### src/rtl/key_conditioner_if.sv
// key_conditioner_if: raw key levels in, conditioned adjust/clear/keep controls out
interface key_conditioner_if;
  logic [4:0] key_raw;
  logic       adjust_sec;
  logic       adjust_min;
  logic       adjust_hour;
  logic       clear_pulse;
  logic       keep;
  logic [4:0] key_level;
  modport master (
    output key_raw,
    input  adjust_sec, adjust_min, adjust_hour, clear_pulse, keep, key_level
  );
  modport slave (
    input  key_raw,
    output adjust_sec, adjust_min, adjust_hour, clear_pulse, keep, key_level
  );
endinterface

### src/rtl/key_conditioner.sv
// key_conditioner: debounces raw push-buttons into adjust pulses with auto-repeat, a clear pulse and a keep toggle
module key_conditioner #(
  parameter int DEBOUNCE_TICKS = 20,
  parameter int REPEAT_DELAY   = 500,
  parameter int REPEAT_RATE    = 100,
  parameter bit ACTIVE_LOW     = 1'b1
) (
  input logic clk_1000hz,
  input logic clear,
  key_conditioner_if.slave kif
);
  localparam int DW = $clog2(DEBOUNCE_TICKS + 1);
  localparam int RMAX = REPEAT_DELAY > REPEAT_RATE ? REPEAT_DELAY : REPEAT_RATE;
  localparam int RW = $clog2(RMAX + 1);
  localparam logic [4:0] RELEASED = {5{ACTIVE_LOW}};
  typedef enum logic [1:0] {IDLE, DELAY, REPEAT} rpt_state_t;
  logic [4:0]    sync1, sync2, pressed, level, level_d, rise;
  logic [DW-1:0] db_cnt [5];
  rpt_state_t    state [3];
  rpt_state_t    state_next [3];
  logic [RW-1:0] rpt_cnt [3];
  logic [RW-1:0] rpt_cnt_next [3];
  logic [2:0]    fire, adjust;
  logic          clear_q, keep_q;
  assign pressed = sync2 ^ RELEASED;
  assign rise = level & ~level_d;
  // two-flop synchronizer plus delayed level for rising-edge detection
  always_ff @(posedge clk_1000hz)
    if (clear) begin
      sync1 <= RELEASED;
      sync2 <= RELEASED;
      level_d <= '0;
    end else begin
      sync1 <= kif.key_raw;
      sync2 <= sync1;
      level_d <= level;
    end
  // debounce: flip a key level once the synced input has disagreed with it for DEBOUNCE_TICKS+1 samples
  always_ff @(posedge clk_1000hz)
    for (int i = 0; i < 5; i++)
      if (clear) begin
        db_cnt[i] <= '0;
        level[i] <= 1'b0;
      end else if (pressed[i] == level[i]) begin
        db_cnt[i] <= '0;
      end else if (db_cnt[i] == DW'(DEBOUNCE_TICKS)) begin
        db_cnt[i] <= '0;
        level[i] <= ~level[i];
      end else begin
        db_cnt[i] <= db_cnt[i] + 1'b1;
      end
  // auto-repeat state and tick counter per adjust key
  always_ff @(posedge clk_1000hz)
    for (int i = 0; i < 3; i++)
      if (clear) begin
        state[i] <= IDLE;
        rpt_cnt[i] <= '0;
      end else begin
        state[i] <= state_next[i];
        rpt_cnt[i] <= rpt_cnt_next[i];
      end
  // auto-repeat next state: pulse on press, after the delay, then at the repeat rate; release cancels
  always_comb
    for (int i = 0; i < 3; i++) begin
      state_next[i] = state[i];
      rpt_cnt_next[i] = rpt_cnt[i] + 1'b1;
      fire[i] = 1'b0;
      if (state[i] == IDLE) begin
        rpt_cnt_next[i] = '0;
        fire[i] = rise[i];
        state_next[i] = rise[i] ? DELAY : IDLE;
      end else if (!level[i]) begin
        rpt_cnt_next[i] = '0;
        state_next[i] = IDLE;
      end else if (rpt_cnt[i] == (state[i] == DELAY ? RW'(REPEAT_DELAY - 1) : RW'(REPEAT_RATE - 1))) begin
        rpt_cnt_next[i] = '0;
        fire[i] = 1'b1;
        state_next[i] = REPEAT;
      end
    end
  // registered outputs so nothing reaches the pins combinationally
  always_ff @(posedge clk_1000hz)
    if (clear) begin
      adjust <= '0;
      clear_q <= 1'b0;
      keep_q <= 1'b0;
    end else begin
      adjust <= fire;
      clear_q <= rise[3];
      keep_q <= keep_q ^ rise[4];
    end
  assign kif.adjust_sec = adjust[0];
  assign kif.adjust_min = adjust[1];
  assign kif.adjust_hour = adjust[2];
  assign kif.clear_pulse = clear_q;
  assign kif.keep = keep_q;
  assign kif.key_level = level;
endmodule

### src/flat_wrapper.sv
// flat-port wrapper written by rule: the top's interface ports become plain ports
module key_conditioner_flat 
#(
  parameter int DEBOUNCE_TICKS = 20,
  parameter int REPEAT_DELAY   = 500,
  parameter int REPEAT_RATE    = 100,
  parameter bit ACTIVE_LOW     = 1'b1
)
  (clk_1000hz, clear, kif_key_raw, kif_adjust_sec, kif_adjust_min, kif_adjust_hour, kif_clear_pulse, kif_keep, kif_key_level);
  key_conditioner_if kif_i ();
  input logic clk_1000hz;
  input logic clear;
  input wire logic [$bits(kif_i.key_raw)-1:0] kif_key_raw;
  output wire logic [$bits(kif_i.adjust_sec)-1:0] kif_adjust_sec;
  output wire logic [$bits(kif_i.adjust_min)-1:0] kif_adjust_min;
  output wire logic [$bits(kif_i.adjust_hour)-1:0] kif_adjust_hour;
  output wire logic [$bits(kif_i.clear_pulse)-1:0] kif_clear_pulse;
  output wire logic [$bits(kif_i.keep)-1:0] kif_keep;
  output wire logic [$bits(kif_i.key_level)-1:0] kif_key_level;
  assign kif_i.key_raw = kif_key_raw;
  assign kif_adjust_sec = kif_i.adjust_sec;
  assign kif_adjust_min = kif_i.adjust_min;
  assign kif_adjust_hour = kif_i.adjust_hour;
  assign kif_clear_pulse = kif_i.clear_pulse;
  assign kif_keep = kif_i.keep;
  assign kif_key_level = kif_i.key_level;
  key_conditioner #(.DEBOUNCE_TICKS(DEBOUNCE_TICKS), .REPEAT_DELAY(REPEAT_DELAY), .REPEAT_RATE(REPEAT_RATE), .ACTIVE_LOW(ACTIVE_LOW)) u_core (.clk_1000hz(clk_1000hz), .clear(clear), .kif(kif_i));
endmodule
### config.mk
export PLATFORM = sky130hd
export DESIGN_NAME = key_conditioner_flat
export DESIGN_NICKNAME = d
export VERILOG_FILES = /design/src/rtl/key_conditioner_if.sv /design/src/rtl/key_conditioner.sv /design/src/flat_wrapper.sv
export SDC_FILE = /design/constraint.sdc
export NUM_CORES = 1
export LEC_CHECK = 0
export BUFFER_PORTS_ARGS = -buffer_cell sky130_fd_sc_hd__buf_2
export CAP_MARGIN = 20
export CORE_UTILIZATION = 55
export CTS_CLUSTER_DIAMETER = 120
export DETAILED_ROUTE_END_ITERATION = 16
export PLACE_DENSITY = 0.7
export SKIP_CTS_REPAIR_TIMING = 1
export SLEW_MARGIN = 40
export SYNTH_ARGS = -nofsm -noshare
export SYNTH_HDL_FRONTEND = slang
export SYNTH_SLANG_ARGS = --single-unit
### constraint.sdc
create_clock -name clk_1000hz -period 1.9 [get_ports clk_1000hz]
set_input_delay 0.38 -clock clk_1000hz [delete_from_list [all_inputs] [get_ports clk_1000hz]]
set_output_delay 0.38 -clock clk_1000hz [all_outputs]
set_load 0.005 [all_outputs]
# Yosys cells after proc, flatten, opt, wreduce, memory -nomap -nowiden
# Memories as Yosys holds them, arrays and structs flattened.
# Cells that the tools add are included.
op_classes:
  n_addsub: 8
  eq_ne: 16
  n_reduce_logical: 8
  bitwise_logic: 35
  mux: 112
ops:
  columns: ["operator", "count"]
  rows:
  - ["2-to-1 mux 9 bit", 15]
  - ["2-to-1 mux 5 bit", 15]
  - ["2-to-1 mux 1 bit", 70]
  - ["adder 9 x 1 -> 9 bit, second input constant", 3]
  - ["equality test 9 bit", 3]
  - ["adder 5 x 1 -> 5 bit, second input constant", 5]
  - ["equality test 5 bit, second input constant", 5]
  - ["2-to-1 mux 2 bit", 12]
  - ["OR 1 bit", 21]
  - ["inverter 1 bit", 10]
  - ["inverter 5 bit", 2]
  - ["AND reduction 2 bit", 5]
  - ["equality test 2 x 1 -> 1 bit, second input constant", 3]
  - ["logical NOT 2 bit", 3]
  - ["bitwise AND 5 bit", 1]
  - ["equality test 1 bit", 5]
  - ["XOR 1 bit", 1]
word_totals:
  memories: 3
  mem_bits_rw: 58
  register_bits: 25
  wordCells: 193
memory_table:
  columns: ["name", "depth", "width", "read_ports", "rd_clocked_by_memory_dff", "wr", "line_no", "rtl"]
  rows:
  - ["u_core.rpt_cnt", 3, 9, 3, 0, 3, "key_conditioner.sv:21", "logic [RW-1:0] rpt_cnt [3];"]
  - ["u_core.db_cnt", 5, 5, 5, 0, 5, "key_conditioner.sv:18", "logic [DW-1:0] db_cnt [5];"]
  - ["u_core.state", 3, 2, 3, 0, 3, "key_conditioner.sv:19", "rpt_state_t state [3];"]

# Logic depth before layout (Yosys ltp)
depth:
  word_depth: 8
  mapped_depth: 5

# Least setup slack after synthesis
# Ideal clock, no wire load.
synth_path:
  path_type: "register to register"
  startpoint: "memory u_core.db_cnt[1][0] (netlist name)"
  endpoint: "memory u_core.db_cnt[1][2] (netlist name), data pin"
  slack_ns: 0.475
  t_required_ns: 1.761
  path_buffers: 0
  setup_time_ns: 0.139
  t_arrival_ns: 1.286
  path_stages_with_launch: 6
  path_cell_list: "edfxtp_1 -> inv_1 -> ha_1 -> and4b_1 -> or3_1 -> nor2_1"
synth_lines:
  columns: ["item", "line_no"]
  rows:
  - ["start, declared", "key_conditioner.sv:18"]

==> out/results.ini <==
[status]
status = finished clean

[final_layout]
antenna_cells = 0
fin_nets = 404
syn_to_final_growth_pct = 12.1
drive_gt1_share_pct = 12.9
multi_input_area_um2 = 1560
fillers = 516
ff_latch_area_um2 = 1910

[cts]
cts_tree = done
clk_path_buf_depth = 2
cts-root-buf = clkbuf_8
clk_latency_ps = 350
clk_pin_slew_ps = 80
htreeDepth = 3
cts_sinks = 83
numCtsBuffers = 9

[worst_setup_path]
r2r_setup_slack_ps = 300
criticalPathCategory = reg2reg
crit_arrival_ps = 1800
crit_start = u_core.db_cnt[2][0]
crit_family = simple AND/OR/NAND/NOR gates
worst_path_largest_cell_delay_ps = 430
start_kind = flip-flop
reg2reg_to = u_core.db_cnt[2][4]
worstPathCellList = inv_1, ha_1, and4b_1, or3_1, nor2_1
rr_worst_depth = 5
critPathBufInv = 1
crit_required_ps = 2100
end_kind = flip-flop
critPathSlowestCell = or3_1
cp_max_fo = 5
reg2reg_from = u_core.db_cnt[2][0]

[floorplanning]
fp.dieH_um = 81.3
dieArea_um2 = 6600
die_w_um = 81.3
core_area_um2 = 5990
io_pins = 17
floorplan.initialDensity_pct = 57.7
rows = 28

[power_and_ir_drop]
internal_power_mw = 2.38
swShare_pct = 21.9
p_comb_share_pct = 3.3
seqPwrFrac_pct = 62.3
peakVddDrop_v = 0.000626
clkPwrFrac_pct = 34.4
power_switching_mw = 0.666
p_leak_nw = 1.54
power_mw = 3.04
p_per_area_nw_per_um2 = 786

[timing]
holdWs_ps = 219
finalSetupTns_ps = 0
rsz0062_at_grt = no
finalHoldViolations = 0
setup_slack_ps = 296
setup_viol = 0
fin_crit_sh_pct = 84.4
fin_skew_ps = 9.06
slew_violations = 0
max_freq_ghz = 0.623
period_minus_slack_ps = 1600

[detailed_routing]
via_per_inst = 4.87
drt_iter0_drc = 89
wl_met3_um = 133
wl_met1_um = 2290
avgRoutedWirePerCell_um = 10.6
drcViolationCount = 0
ant_nets = 0
dr.pass1.iters = 4
routed-wl-met2_um = 2410
routed_wl_um = 4920
vias = 2258
highest_layer = met4

[job]
drv_cap = 0

[global_routing]
grt_overflow = 0
grt_pass1_vias = 2015
track_usage_pct = 16.4
grt_antenna_before_repair = 0
grt_pass1_wl_um = 8070
grt_max_degree = 27

[synthesis]
yosys_register_bits = 83
synth-seq-area-share_pct = 55.3
synthXorXnorAreaFrac_pct = 10.4
synth_top_family_by_area = simple AND/OR/NAND/NOR gates
synth_area_um2 = 3460
synth_compound_gate_area_share_pct = 4.13
synth_edf_count = 25
synth-async-reset-ratio_pct = 0
yosysWarnings = 0
synthAdderAreaFrac_pct = 4.71
synth_ff_type = dfxtp_1
synth_cell_types = 34
synthSimpleGateAreaFrac_pct = 22.3
synthMuxAreaShare_pct = 0.869
syn_avg_cell_area_um2 = 10.3
netlist_instances = 335

[worst_hold_path]
hold_start = kif_key_raw[4]
min_delay_path_depth = 2
whs_endpoint = u_core.sync1[4]
hp-class = in2reg

[place]
dp_slack_ps = 291
place_hpwl_um = 3540
port_buffers = 16
place.gp.congestion = 0.746

==> synthesized netlist by cell type, types with 2 or more instances <==
library cell,instances,area [µm²]
nor3_1,6,30.0
or2_2,11,68.8
inv_1,18,67.6
edfxtp_1,25,751
o21ai_1,3,15.0
nor2b_2,3,26.3
nor2_1,64,240
nand3_1,21,105
and3_1,7,43.8
and4b_1,5,50.1
or3_1,5,31.3
o21bai_2,3,33.8
o21ai_0,7,35.0
or2_1,2,12.5
xnor2_1,14,123
nor2b_1,4,25.0
a211oi_1,5,37.5
ha_1,13,163
dfxtp_1,58,1160
or4b_1,2,20.0
nand2b_1,5,31.3
nand2_1,14,52.6
xor2_1,27,236
mux2i_1,3,30.0
==> placed cells by master (no fill, tap or decap), drive strengths merged, types with 13 or more instances in the layout <==
master	instances
dfxtp	58
nand2	14
nor2	64
buf	16
xnor2	14
xor2	27
or2	13
inv	18
conb	25
edfxtp	25
nand3	21
ha	13
==> logic make-up after synthesis <==
| kind of cell | Yosys count |
|---|---|
| XOR/XNOR | 41 |
| AND/OR/NAND/NOR | 153 |
| buffers and inverters | 20 |
| other | 1 |
| adder cells (fa/ha/maj) | 13 |
| AO/OA/AOI/OAI | 21 |
| multiplexers | 3 |
| flip-flops | 83 |
==> registers in the layout (all words and copies together) (netlist names) <==
signal,cells
u_core.rpt_cnt,27
u_core.kif.clear_pulse,1
u_core.db_cnt,25
u_core.sync1,5
u_core.level_d,5
u_core.sync2,5
u_core.kif.keep,1
u_core.adjust,3
u_core.kif.key_level,5
u_core.state,6
==> worst reg2reg max path, delay by kind of cell (launching register included) <==
kind                     cells  cell delay, ps
adder cells (fa/ha/maj)      1             200
AND/OR/NAND/NOR              3             800
flip-flops                   1             400
buffers and inverters        1              70
==> worst max path at each step <==
stage                               end  depth (start not counted)
floorplan           u_core.db_cnt[1][2]                          5
global placement    u_core.db_cnt[2][3]                          5
detailed placement  u_core.db_cnt[2][4]                          5
CTS                 u_core.db_cnt[2][4]                          5
global route        u_core.db_cnt[2][0]                          5
finish              u_core.db_cnt[2][4]                          5
==> stage by stage <==
stage	instance area, µm²	instances	utilization [%]
6_report	3870	464	64.6
5_1_grt	3870	464	64.6
4_1_cts	3870	464	64.6
3_5_place_dp	3710	448	61.9
3_3_place_gp	3710	448	61.9
2_1_floorplan	3550	359	-
==> layout make-up <==
cell class	instances	share of cell area, %
well taps	75	2.42
clock inverters	6	0.872
flip-flops and latches	83	49.4
clock buffers	10	3.30
multi-input cells	256	40.2
repair buffers	16	2.07
inverters	18	1.74
==> layer usage <==
layer | vias up | global-route usage, %
met1 | 1031 | 17.8
met5 | - | 0
met2 | 19 | 28.7
met3 | 11 | 5.39
met4 | 0 | 7.50
li1 | 1197 | -
==> power groups by stage <==
stage / Sequential (mW) / Combinational, mW / Clock (mW)
3_3_place_gp: 1.93 / 0.0970 / 0
5_1_grt: 1.90 / 0.117 / 1.16
3_5_place_dp: 1.94 / 0.0999 / 0
2_1_floorplan: 1.93 / 0.0753 / 0
4_1_cts: 1.89 / 0.101 / 1.10
6_report: 1.89 / 0.100 / 1.05
No activity file was read; power rests on OpenSTA's default activity.
